File: config.mk
export PLATFORM = sky130hd
export DESIGN_NAME = res4b_serial_flat
export DESIGN_NICKNAME = d
export VERILOG_FILES = /design/src/rtl/res4b_serial_if.sv /design/src/rtl/res4b_serial.sv /design/src/flat_wrapper.sv
export SDC_FILE = /design/constraint.sdc
export NUM_CORES = 1
export LEC_CHECK = 0
export BUFFER_PORTS_ARGS = -buffer_cell sky130_fd_sc_hd__buf_2
export CAP_MARGIN = 40
export CORE_MARGIN = 1
export CORE_UTILIZATION = 52
export CTS_CLUSTER_DIAMETER = 200
export DETAILED_ROUTE_END_ITERATION = 10
export GPL_TIMING_DRIVEN = 0
export PLACE_DENSITY = 0.88
export SYNTH_ARGS = -nofsm -noshare
export SYNTH_HDL_FRONTEND = slang
export SYNTH_SLANG_ARGS = --single-unit
File: constraint.sdc
create_clock -name clk -period 1.72 [get_ports clk]
set_input_delay 0.086 -clock clk [delete_from_list [all_inputs] [get_ports clk]]
set_output_delay 0.086 -clock clk [all_outputs]
set_load 0.005 [all_outputs]
File: src/rtl/res4b_serial_if.sv
// Handshake and operand bundle for the bit-serial subtractor.
// Master launches operations; slave returns results.
interface res4b_serial_if #(
  parameter int WIDTH = 4
);
  logic             start;
  logic [WIDTH-1:0] xi;
  logic [WIDTH-1:0] yi;
  logic             busy;
  logic             done;
  logic [WIDTH-1:0] zi;
  logic             bo;
  logic             ov;

  modport master (
    output start, xi, yi,
    input  busy, done, zi, bo, ov
  );

  modport slave (
    input  start, xi, yi,
    output busy, done, zi, bo, ov
  );
endinterface

File: src/rtl/res4b_serial.sv
// Bit-serial subtractor: one full-adder cell computes x + ~y + 1,
// LSB first, one bit per clock, with start/busy/done handshake.
module res4b_serial #(
  parameter int WIDTH = 4
) (
  input  logic              clk,
  input  logic              rst_n,
  res4b_serial_if.slave     bus
);
  localparam int CW = (WIDTH > 2) ? $clog2(WIDTH) : 1;
  localparam logic [CW-1:0] LAST = CW'(WIDTH - 1);

  typedef enum logic {
    S_IDLE,
    S_SUB
  } state_t;

  state_t           r_state;
  logic [WIDTH-1:0] r_a;
  logic [WIDTH-1:0] r_b;
  logic [WIDTH-1:0] r_r;
  logic [CW-1:0]    r_cnt;
  logic             r_carry;
  logic             r_busy;
  logic             r_done;
  logic [WIDTH-1:0] r_zi;
  logic             r_bo;
  logic             r_ov;

  logic             w_s;
  logic             w_c;
  logic [WIDTH-1:0] w_r_next;

  assign w_s = r_a[0] ^ r_b[0] ^ r_carry;
  assign w_c = (r_a[0] & r_b[0])
             | (r_a[0] & r_carry)
             | (r_b[0] & r_carry);
  assign w_r_next = {w_s, r_r[WIDTH-1:1]};

  always_ff @(posedge clk or negedge rst_n) begin
    if (!rst_n) begin
      r_state <= S_IDLE;
      r_a     <= '0;
      r_b     <= '0;
      r_r     <= '0;
      r_cnt   <= '0;
      r_carry <= 1'b0;
      r_busy  <= 1'b0;
      r_done  <= 1'b0;
      r_zi    <= '0;
      r_bo    <= 1'b0;
      r_ov    <= 1'b0;
    end else begin
      r_done <= 1'b0;
      unique case (r_state)
        S_IDLE: begin
          if (bus.start) begin
            r_a     <= bus.xi;
            r_b     <= ~bus.yi;
            r_carry <= 1'b1;
            r_cnt   <= '0;
            r_busy  <= 1'b1;
            r_state <= S_SUB;
          end
        end
        S_SUB: begin
          r_r     <= w_r_next;
          r_a     <= r_a >> 1;
          r_b     <= r_b >> 1;
          r_carry <= w_c;
          r_cnt   <= r_cnt + 1'b1;
          if (r_cnt == LAST) begin
            // r_carry here is the carry into the MSB
            r_zi    <= w_r_next;
            r_bo    <= ~w_c;
            r_ov    <= r_carry ^ w_c;
            r_done  <= 1'b1;
            r_busy  <= 1'b0;
            r_state <= S_IDLE;
          end
        end
        default: r_state <= S_IDLE;
      endcase
    end
  end

  assign bus.busy = r_busy;
  assign bus.done = r_done;
  assign bus.zi   = r_zi;
  assign bus.bo   = r_bo;
  assign bus.ov   = r_ov;
endmodule

File: src/flat_wrapper.sv
// flat-port wrapper written by rule: the top's interface ports become plain ports
module res4b_serial_flat 
#(
  parameter int WIDTH = 4
)
  (clk, rst_n, bus_start, bus_xi, bus_yi, bus_busy, bus_done, bus_zi, bus_bo, bus_ov);
  res4b_serial_if #(.WIDTH(WIDTH)) bus_i ();
  input  logic clk;
  input  logic rst_n;
  input wire logic [$bits(bus_i.start)-1:0] bus_start;
  input wire logic [$bits(bus_i.xi)-1:0] bus_xi;
  input wire logic [$bits(bus_i.yi)-1:0] bus_yi;
  output wire logic [$bits(bus_i.busy)-1:0] bus_busy;
  output wire logic [$bits(bus_i.done)-1:0] bus_done;
  output wire logic [$bits(bus_i.zi)-1:0] bus_zi;
  output wire logic [$bits(bus_i.bo)-1:0] bus_bo;
  output wire logic [$bits(bus_i.ov)-1:0] bus_ov;
  assign bus_i.start = bus_start;
  assign bus_i.xi = bus_xi;
  assign bus_i.yi = bus_yi;
  assign bus_busy = bus_i.busy;
  assign bus_done = bus_i.done;
  assign bus_zi = bus_i.zi;
  assign bus_bo = bus_i.bo;
  assign bus_ov = bus_i.ov;
  res4b_serial #(.WIDTH(WIDTH)) u_core (.clk(clk), .rst_n(rst_n), .bus(bus_i));
endmodule
== Yosys cells after proc, flatten, opt, wreduce, memory -nomap -nowiden ==
Cells that the tools add are included.
Cells by class
  equal/unequal tests: 3
  add/sub/neg operators: 1
  bitwise logic cells: 11
  reduce and logical (&&, ||, !) cells: 2
  muxes and demuxes: 15
Operators by type and width (number)
  case mux 4 bit (2 select lines): 2
  2-to-1 mux 4 bit: 2
  2-to-1 mux 1 bit: 6
  case mux 1 bit (2 select lines): 3
  != test 2 bit, second input constant: 2
  NOT 4 bit: 1
  case mux 2 bit (2 select lines): 1
  AND reduction 2 bit: 2
  bitwise AND 1 bit: 3
  bitwise XOR 1 bit: 3
  adder 2 x 1 -> 2 bit, second input constant: 1
  == test 2 bit, second input constant: 1
  2-to-1 mux 2 bit: 1
  NOT 1 bit: 2
  bitwise OR 1 bit: 2
Storage, ports and cells
  output and inout port bits: 8
  bits of input ports: 11
  register bits after elaboration: 24

== Longest topological paths before layout ==
Gate-level depths: netlist of the first run.
  depth in word-level cells: 4
  gate-level depth with buffers: 4
  gate-level depth less buffers: 4

== Worst setup path before layout of the first run ==
OpenSTA, ideal clock, no wires.
  path kind: register -> register
  start point: reg u_core.r_carry
  end point: reg u_core.r_ov, in the netlist u_core.bus.ov
  cell stages (with the launch flop): 5
  setup slack: 0.344 ns
  period minus slack after synthesis: 1.376 ns
  arrival time: 1.251 ns
  required time: 1.595 ns
  path through: dfrtp_1 > inv_1 > fa_1 > xnor2_1 > mux2_4
Between the ends
  word-level cells in the longest chain between the ends: 4
Ends and longest elaborated chain
  start: declaration: line res4b_serial.sv:23  | logic r_carry;
  start signal: assignment: line res4b_serial.sv:70  | r_carry <= w_c;
  bitwise AND 1 bit: line res4b_serial.sv:36  | | (r_a[0] & r_carry)
  bitwise OR 1 bit: line res4b_serial.sv:36
  bitwise OR 1 bit: line res4b_serial.sv:37  | | (r_b[0] & r_carry);
  bitwise XOR 1 bit *: line res4b_serial.sv:76  | r_ov <= r_carry ^ w_c;
  end signal: assignment: line res4b_serial.sv:76
  end: declaration: line res4b_serial.sv:28  | logic r_ov;
Mark *: on every way between the ends. The rest lies on a longest branch, timed or not.
A chain may end at the register's enable or synchronous reset.

== Worst setup path in the final report of the first run ==
Ends and elaborated chain as after synthesis.

==> results of run 1 <==
-- report_power, final --
part           total [W]  internal [W]  switching [W]
clock           0.000245     0.0000905       0.000155
combinational   0.000793      0.000459       0.000333
sequential      0.000927      0.000786       0.000141
total            0.00197       0.00134       0.000629
-- kinds of logic (layout without fill, tap and decap cells) --
kind of cell / Yosys count / count (layout)
compound gates: 11 / 11
xor+xnor: 1 / 1
fa+ha+maj: 2 / 2
buf+inv: 10 / 34
flops: 23 / 23
mux: 14 / 14
simple gates: 17 / 17
-- cell usage in the layout, fill, tap and decap left out, drive strengths merged, types with 2 or more instances in the layout --
master	count
mux2	8
nor2	5
clkbuf	4
o21ai	3
o31a	2
buf	21
dfrtp	23
nand2	5
mux2i	6
inv	7
dlygate4sd3	2
nor2b	4
nand2b	2
-- stage by stage --
stage | hold WS (ns) | power, W | utilization | area, µm² | setup WS, ns
floorplan | -0.210 | 0.00151 | - | 1000 | 0.344
global placement | 0.0759 | 0.00170 | 0.635 | 1120 | 0.310
detailed placement | 0.0795 | 0.00174 | 0.635 | 1120 | 0.296
CTS | 0.00670 | 0.00199 | 0.662 | 1170 | 0.271
global route | 0.0106 | 0.00212 | 0.662 | 1170 | 0.218
finish | 0.0246 | 0.00197 | 0.662 | 1170 | 0.271
-- sequential cells by signal (all words and copies together), names as in the netlist --
signal / flops
u_core.r_state: 1
u_core.bus.busy: 1
u_core.r_cnt: 2
u_core.r_carry: 1
u_core.bus.done: 1
u_core.r_b: 4
u_core.bus.bo: 1
u_core.bus.zi: 4
u_core.bus.ov: 1
u_core.r_a: 4
u_core.r_r: 3
-- worst max-delay path: stages (launching register included) --
cell	delay [ns]
dfrtp_1	0.39
inv_1	0.08
fa_1	0.48
xnor2_1	0.14
mux2_4	0.26
-- cell type report --
cell class	count	area (µm²)
multi-input combinational	45	374
clock buffer	4	26.3
fill	152	597
tap	25	31.3
buffer	3	23.8
timing repair buffer	20	110
inverter	7	26.3
sequential	23	576
-- worst min-delay path by stage --
stage          startpoint              end  slack, ns  cells past startpoint
4_1_cts         bus_xi[3]    u_core.r_a[3]      0.007                      3
2_1_floorplan       rst_n    u_core.bus.bo      -0.21                      0
5_1_grt         bus_xi[3]    u_core.r_a[3]       0.01                      3
3_3_place_gp        rst_n  u_core.bus.done       0.08                      1
3_5_place_dp        rst_n    u_core.bus.ov       0.08                      1
6_report        bus_xi[3]    u_core.r_a[3]       0.02                      3
-- routing by layer --
layer / vias up / share of wire / wire length (µm)
met3: 2 / 0.024 / 36
met1: 313 / 0.50 / 760
met4: 0 / 0.011 / 17
li1: 308 / - / -
met5: - / 0 / 0
met2: 16 / 0.47 / 716
==> flow_summary_export.csv, run 1 <==
group,metric,value,unit
clocking,cts_hold_buf,2,
global_route,gr-total-overflow,0,
detailed_routing,drtIter0Drc,7,
detailed_routing,drt-vias-per-instance,5.03,
synthesis,async_reset_ff_frac,1.00,
critical_path,arrival,1.65,ns
global_route,grtUsageMet3,0.0357,
global_route,grt_most_used_layer,"met2",
timing,finalSetupViolCount,0,
synthesis,yosys_warnings,0,
flow_run,cap_violations,0,
global_route,antenna_found_initial,0,
synthesis,synthCells,78,
clocking,h-tree-depth,1,
hold_path,hold_class,"in -> reg",
critical_path,r2r-start,"u_core.r_carry",
detailed_routing,wl,1530,µm
clocking,cts_root_buffer,"clkbuf_4",
timing,fin_crit_sh,0.842,
critical_path,startpoint,"u_core.r_carry",
critical_path,path_class,"reg -> reg",
power_and_ir_drop,leakagePower,0.600,nW
synthesis,yosysMostFrequentCell,"dfrtp_1",
timing,hold_viol_final,0,
detailed_routing,route.detailed.drc,0,
final_layout,n_antenna_cell,0,
floorplanning,die_w,45.8,µm
critical_path,worstPathRequired,1.93,ns
clocking,cts.clk_slew.worst_paths,0.12,ns
clocking,post_cts_buffers,0,
synthesis,ys_types,25,
clocking,cts_buffer_depth,2,
global_route,grt_pass1_wl,2580,µm
placed_design,detailed_place_hpwl,1070,µm
synthesis,syn_nets,91,
global_route,gr-usage-met2,0.279,
global_route,use_met1,0.236,
synthesis,synthMuxAreaShare,0.169,
floorplanning,rows,15,
synthesis,netlist_area,1000,µm²
final_layout,finalNetCount,116,
floorplanning,num_io_pins,19,
placed_design,dp_cells,121,
critical_path,start_kind,"flop",
power_and_ir_drop,worst_ir_drop_vdd,1.07,mV
detailed_routing,post_drt_wl_per_cell,12.0,µm
final_layout,final_cells,127,
timing,maxSlewHeadroom,0.669,
critical_path,reg2regPathDepth,4,
timing,period_needed,1.45,ns
floorplanning,initial_core_util,0.567,
synthesis,synth_top_area_share,0.576,
synthesis,synthTopCellsByCount,"dfrtp_1, inv_1, mux2i_1",
synthesis,synth-adder-area-share,0.0325,
detailed_routing,first_pass_iters,2,
run_status,status,"finished clean",
synthesis,synth-seq-cells,23,
final_layout,area_delta_synth_final,16.8,%
detailed_routing,antenna_left,0,
power_and_ir_drop,power.density,1680,nW/µm²
critical_path,crit_end,"u_core.bus.ov",
clocking,cts_num_sinks,23,
floorplanning,die_h,45.8,µm
floorplanning,fp.coreArea,1760,µm²
clocking,numCtsBuffers,3,
critical_path,cp_max_fo,3,
detailed_routing,via_count,639,
timing,fin_tns_setup,0,ns
critical_path,end_kind,"flop",
synthesis,syn_area_per_cell,12.8,µm²
synthesis,synth_top_family_by_area,"multiplexers",
clocking,cts.repair.resized,0,
critical_path,reg2reg_to,"u_core.bus.ov",
synthesis,ys_dominant_reg_cell,"dfrtp_1",
floorplanning,die_area,2100,µm²
synthesis,synthSimpleGateAreaFrac,0.0889,
synthesis,synth_xor_area_frac,0.00876,
clocking,cts_tree,"yes",
global_route,grt_pass1_vias,622,
timing,rsz0062_at_grt,"false",
synthesis,synth_edf_count,0,
clocking,insertion_delay,0.31,ns
synthesis,yosys-top-cells-area,"dfrtp_1, mux2_4, mux2i_1",
placed_design,io_buffers,18,
synthesis,ys_seq_area_frac,0.576,
timing,fmax,690,MHz
synthesis,synth_compound_area_frac,0.0751,
critical_path,rrSetupSlack,0.27,ns
global_route,grt_max_degree,24,
synthesis,yosys.area.top_type,"dfrtp_1",
timing,finClkSkew,0.00303,ns
timing,worstMarginPinSlew,0.497,ns
placed_design,place_congestion,0.694,
timing,report.final.slew_viol_count,0,
global_route,track_usage,0.174,
final_layout,drive_above_1_share,0.324,
Note: power is estimated with default switching activity, not from simulation.
==> inputs of run 2 (changes only) <==
--- a/config.mk
+++ b/config.mk
@@ -8,11 +8,11 @@
 export BUFFER_PORTS_ARGS = -buffer_cell sky130_fd_sc_hd__buf_2
 export CAP_MARGIN = 40
 export CORE_MARGIN = 1
-export CORE_UTILIZATION = 52
+export CORE_UTILIZATION = 47
 export CTS_CLUSTER_DIAMETER = 200
 export DETAILED_ROUTE_END_ITERATION = 10
 export GPL_TIMING_DRIVEN = 0
-export PLACE_DENSITY = 0.88
+export PLACE_DENSITY = 0.84
 export SYNTH_ARGS = -nofsm -noshare
 export SYNTH_HDL_FRONTEND = slang
 export SYNTH_SLANG_ARGS = --single-unit
==> constraint.sdc (replaced) <==
create_clock -name clk -period 1.2 [get_ports clk]
set_input_delay 0.06 -clock clk [delete_from_list [all_inputs] [get_ports clk]]
set_output_delay 0.06 -clock clk [all_outputs]
set_load 0.005 [all_outputs]
==> run 2 against run 1 <==
- the flow now finishes with violations (negative setup slack)
- combinational power grew 51%
- critical path depth is the same
- clock power grew 40%
- critical endpoint unchanged
==> flow_summary_export.csv, run 2 (synthesis gave the netlist of run 1 again) <==
group,metric,value,unit
critical_path,cp_max_fo,3,
critical_path,end_kind,"flop",
floorplanning,initial_core_util,0.504,
detailed_routing,wl,1570,µm
timing,report.final.slew_viol_count,0,
floorplanning,fp.coreArea,1980,µm²
detailed_routing,drtIter0Drc,4,
clocking,cts_tree,"yes",
global_route,grt_pass1_wl,2460,µm
final_layout,finalNetCount,119,
placed_design,placed_cell_area,1130,µm²
placed_design,io_buffers,18,
clocking,cts.clk_slew.worst_paths,0.12,ns
final_layout,finalInstanceArea,1200,µm²
final_layout,drive_above_1_share,0.371,
clocking,cts_num_sinks,23,
critical_path,reg2regPathDepth,4,
detailed_routing,antenna_left,0,
placed_design,detailed_place_hpwl,1120,µm
detailed_routing,via_count,643,
timing,maxSlewHeadroom,0.670,
run_status,failed_checks,"negative setup slack",
power_and_ir_drop,power.density,2400,nW/µm²
final_layout,final_common_cell,"dfrtp_1",
critical_path,rrSetupSlack,-0.14,ns
critical_path,r2r-start,"u_core.r_a[0]",
flow_run,cap_violations,0,
detailed_routing,drt-vias-per-instance,4.87,
final_layout,area_delta_synth_final,20.0,%
global_route,track_usage,0.162,
timing,setup_ws,-0.139,ns
power_and_ir_drop,worst_ir_drop_vdd,1.50,mV
power_and_ir_drop,power.switching,0.000911,W
floorplanning,num_io_pins,19,
timing,finalSetupViolCount,2,
power_and_ir_drop,p_total,0.00288,W
power_and_ir_drop,seqPwrFrac,0.463,
timing,fin_crit_sh,1.12,
critical_path,cp_slowest_cell,"fa_2",
detailed_routing,route.detailed.drc,0,
hold_path,hold_class,"in -> reg",
power_and_ir_drop,leakagePower,0.612,nW
clocking,h-tree-depth,1,
power_and_ir_drop,power_frac_comb,0.418,
critical_path,crit_end,"u_core.bus.ov",
critical_path,cp_slowest_stage_delay,0.41,ns
global_route,grt_pass1_vias,597,
final_layout,n_antenna_cell,0,
power_and_ir_drop,pwr-share-clk,0.119,
power_and_ir_drop,intPower,0.00197,W
critical_path,start_kind,"flop",
global_route,antenna_found_initial,0,
detailed_routing,first_pass_iters,4,
floorplanning,die_w,48.1,µm
global_route,gr-total-overflow,0,
critical_path,worstPathRequired,1.40,ns
detailed_routing,post_drt_wl_per_cell,11.9,µm
critical_path,arrival,1.54,ns
final_layout,fillCellCount,187,
timing,hold_viol_final,0,
critical_path,reg2reg_to,"u_core.bus.ov",
power_and_ir_drop,switching_share,0.316,
floorplanning,die_area,2320,µm²
final_layout,final_cell_mix,"dfrtp_1, buf_2, mux2i_1",
placed_design,place_congestion,0.711,
floorplanning,die_h,48.1,µm
timing,worstMarginPinSlew,0.494,ns
clocking,insertion_delay,0.30,ns
floorplanning,rows,16,
timing,fmax,747,MHz
timing,rsz0062_at_grt,"true",
critical_path,path_class,"reg -> reg",
timing,fin_tns_setup,-0.151,ns
timing,period_needed,1.34,ns
clocking,numCtsBuffers,3,
critical_path,startpoint,"u_core.r_a[0]",
global_route,grt_max_degree,24,
timing,finClkSkew,0.00419,ns
critical_path,cp_cell_sequence,"inv_2 -> fa_2 -> xnor2_1 -> mux2_4",
clocking,cts_buffer_depth,2,
run_status,status,"complete, but fails checks",
clocking,cts_root_buffer,"clkbuf_4",
## run 2: per-layer routing
metal / global-route usage / vias up / routed length (µm)
met5: 0 / - / 0
met4: 0.0333 / 0 / 9
met3: 0.0704 / 2 / 67
met2: 0.292 / 17 / 812
met1: 0.178 / 308 / 685
li1: - / 316 / -
## run 2: power groups by stage
stage,clock network [W],registers [W],logic [W]
2_1_floorplan,0,0.00133,0.000852
3_3_place_gp,0,0.00133,0.00111
3_5_place_dp,0,0.00136,0.00116
4_1_cts,0.000364,0.00134,0.00117
5_1_grt,0.000394,0.00139,0.00135
6_report,0.000343,0.00133,0.00120
## run 2: layout make-up
type                            count  area, µm²  share of cell area
Sequential cell                    23        576               0.480
Multi-Input combinational cell     45        379               0.316
Timing Repair Buffer               23        135               0.113
Tap cell                           27       33.8              0.0282
Clock buffer                        4       26.3              0.0219
Inverter                            7       26.3              0.0219
Buffer                              3       23.8              0.0198
## run 2: timing repair
action / 4_1_cts / 5_1_grt
pin swaps: 0 / 0
endpoints found under the setup margin: 5 / 6
hold buffers: 3 / 0
gates resized for setup: 1 / 1
setup buffers: 0 / 2
endpoints found under the hold margin: 25 / 0
## run 2: worst max-delay path: cells and delay by family (launching register included)
family                   cells  cell delay (ns)
multiplexers                 1             0.26
flip-flops                   1             0.38
XOR/XNOR                     1             0.14
buffers and inverters        1             0.05
adder cells (fa/ha/maj)      1             0.41
## run 2: how the worst min path moves through the flow
stage / end / slack, ns / from / cells past startpoint
after floorplan: u_core.bus.bo / -0.24 / rst_n / 0
after detailed placement: u_core.r_r[3] / 0.05 / rst_n / 1
final: u_core.r_b[0] / 0.04 / bus_yi[0] / 3
after global routing: u_core.r_b[0] / 0.02 / bus_yi[0] / 3
after CTS: u_core.r_b[0] / 0.03 / bus_yi[0] / 3
after global placement: u_core.bus.zi[3] / 0.05 / rst_n / 1
## run 2: stage by stage
stage	std cells	utilization	setup WS [ns]	hold slack [ns]
after global placement	123	0.568	-0.103	0.0495
after detailed placement	123	0.568	-0.127	0.0540
after global routing	132	0.605	-0.185	0.0181
after CTS	130	0.598	-0.144	0.0266
final	132	0.605	-0.139	0.0363
after floorplan	78	-	-0.0720	-0.236
==> inputs of run 3 (changes only) <==
--- a/config.mk
+++ b/config.mk
@@ -8,11 +8,11 @@
 export BUFFER_PORTS_ARGS = -buffer_cell sky130_fd_sc_hd__buf_2
 export CAP_MARGIN = 40
 export CORE_MARGIN = 1
-export CORE_UTILIZATION = 47
+export CORE_UTILIZATION = 56
 export CTS_CLUSTER_DIAMETER = 200
 export DETAILED_ROUTE_END_ITERATION = 10
 export GPL_TIMING_DRIVEN = 0
-export PLACE_DENSITY = 0.84
+export PLACE_DENSITY = 0.93
 export SYNTH_ARGS = -nofsm -noshare
 export SYNTH_HDL_FRONTEND = slang
 export SYNTH_SLANG_ARGS = --single-unit
==> constraint.sdc (replaced) <==
create_clock -name clk -period 1.6 [get_ports clk]
set_input_delay 0.08 -clock clk [delete_from_list [all_inputs] [get_ports clk]]
set_output_delay 0.08 -clock clk [all_outputs]
set_load 0.005 [all_outputs]
==> run 3 against run 2 <==
- the flow now finishes without violations
- sequential power fell by 25%
- critical endpoint unchanged
- maximum frequency fell by 7.6%
- die area fell by 15%
- sequential cell count did not move
- highest routed layer unchanged
- routed wire length rose by 6.5%
- combinational power fell by 27%
- final cell count fell by 4.5%
==> flow_summary_export.csv, run 3 (synthesis gave the netlist of run 1 again) <==
group,metric,value,unit
critical_path,arrival,1.66,ns
floorplanning,num_io_pins,19,
timing,hold_viol_final,0,
final_layout,n_antenna_cell,0,
detailed_routing,via_count,632,
detailed_routing,antenna_left,0,
clocking,cts.repair.resized,0,
power_and_ir_drop,worst_ir_drop_vdd,1.17,mV
final_layout,final_common_cell,"dfrtp_1",
timing,fin_tns_setup,0,ns
critical_path,rrSetupSlack,0.15,ns
final_layout,drive_above_1_share,0.324,
final_layout,finalNetCount,116,
placed_design,placed_cell_area,1120,µm²
placed_design,place_congestion,0.739,
floorplanning,die_h,44.3,µm
floorplanning,die_w,44.3,µm
timing,finClkSkew,0.00672,ns
global_route,track_usage,0.197,
critical_path,worstPathRequired,1.81,ns
clocking,h-tree-depth,1,
global_route,grt_pass1_wl,2700,µm
hold_path,hold_class,"in -> reg",
placed_design,pre_cts_ws,0.163,ns
detailed_routing,drt-vias-per-instance,5.02,
timing,worst_hold_slack,0.0127,ns
floorplanning,initial_core_util,0.627,
clocking,cts_num_sinks,23,
clocking,cts_buffer_depth,2,
global_route,grt_max_degree,24,
clocking,insertion_delay,0.31,ns
timing,fmax,690,MHz
critical_path,end_kind,"flop",
timing,setup_ws,0.152,ns
detailed_routing,first_pass_iters,5,
critical_path,startpoint,"u_core.r_carry",
global_route,grt_pass1_vias,629,
timing,period_needed,1.45,ns
flow_run,cap_violations,0,
clocking,numCtsBuffers,3,
critical_path,reg2regPathDepth,4,
power_and_ir_drop,leakagePower,0.600,nW
timing,worstMarginPinSlew,0.507,ns
critical_path,path_class,"reg -> reg",
placed_design,io_buffers,18,
final_layout,final_cell_mix,"dfrtp_1, buf_2, inv_1, mux2i_1",
floorplanning,fp.coreArea,1590,µm²
power_and_ir_drop,p_total,0.00213,W
final_layout,finalInstanceArea,1170,µm²
timing,report.final.slew_viol_count,0,
critical_path,r2r-start,"u_core.r_carry",
critical_path,reg2reg_to,"u_core.bus.ov",
clocking,cts_tree,"yes",
critical_path,start_kind,"flop",
global_route,antenna_found_initial,0,
floorplanning,die_area,1960,µm²
clocking,cts_root_buffer,"clkbuf_4",
hold_path,min_delay_worst_endpoint,"u_core.r_a[3]",
hold_path,hold_depth,3,
run_status,status,"finished clean",
detailed_routing,post_drt_wl_per_cell,13.3,µm
detailed_routing,wl,1680,µm
timing,rsz0062_at_grt,"false",
power_and_ir_drop,power.density,1830,nW/µm²
critical_path,cp_max_fo,3,
timing,maxSlewHeadroom,0.662,
detailed_routing,drtIter0Drc,13,
hold_path,hp-start,"bus_xi[3]",
final_layout,area_delta_synth_final,16.6,%
clocking,cts.clk_slew.worst_paths,0.12,ns
clocking,post_cts_buffers,0,
floorplanning,rows,14,
global_route,gr-total-overflow,0,
detailed_routing,route.detailed.drc,0,
placed_design,detailed_place_hpwl,1220,µm
timing,fin_crit_sh,0.905,
timing,finalSetupViolCount,0,
==> run 3: changes by cell type in the layout (fill, tap and decap cells not counted), sizes merged <==
cell,delta
dlygate4sd3,-1
buf,-2
==> run 3: per-layer routing <==
metal | track usage | routed length [µm] | vias to the layer above
li1 | - | - | 308
met1 | 0.238 | 732 | 307
met3 | 0.0367 | 47 | 2
met2 | 0.338 | 875 | 15
met4 | 0.0909 | 19 | 0
met5 | 0 | 0 | -
==> run 3: report_power, final <==
| group | internal [W] | switching, W | leakage (nW) | total, W |
|---|---|---|---|---|
| clock | 0.0000972 | 0.000167 | 0.0150 | 0.000264 |
| combinational | 0.000495 | 0.000374 | 0.305 | 0.000870 |
| sequential | 0.000845 | 0.000154 | 0.280 | 0.000999 |
==> run 3: what timing repair did <==
| item | in CTS | in global routing |
|---|---|---|
| hold buffers | 2 | 0 |
| hold endpoints to repair | 24 | 0 |
| setup endpoints to repair | 0 | 0 |
==> run 3: critical path: stages, from the launching register on <==
cell and delay, ns:
dfrtp_1 0.38, inv_1 0.08, fa_1 0.48, xnor2_1 0.15
mux2_4 0.26
==> run 3: per-stage QoR <==
stage / instances / util
floorplan: 78 / -
global placement: 120 / 0.703
detailed placement: 120 / 0.703
CTS: 126 / 0.732
global route: 126 / 0.732
finish: 126 / 0.732
==> run 3: worst max-delay path by stage <==
stage / cells past startpoint / end / slack [ns]
5_1_grt: 4 / u_core.bus.ov / 0.10
6_report: 4 / u_core.bus.ov / 0.15
3_5_place_dp: 4 / u_core.bus.ov / 0.16
4_1_cts: 4 / u_core.bus.ov / 0.15
3_3_place_gp: 4 / u_core.bus.ov / 0.19
2_1_floorplan: 4 / u_core.bus.ov / 0.22
==> run 3: cell type report <==
type | instances | area (µm²)
plain buffers | 3 | 23.8
flip-flops and latches | 23 | 576
well taps | 24 | 30.0
fillers | 116 | 428
multi-input cells | 45 | 374
inverters | 7 | 26.3
clock buffers | 4 | 26.3
repair buffers | 20 | 110
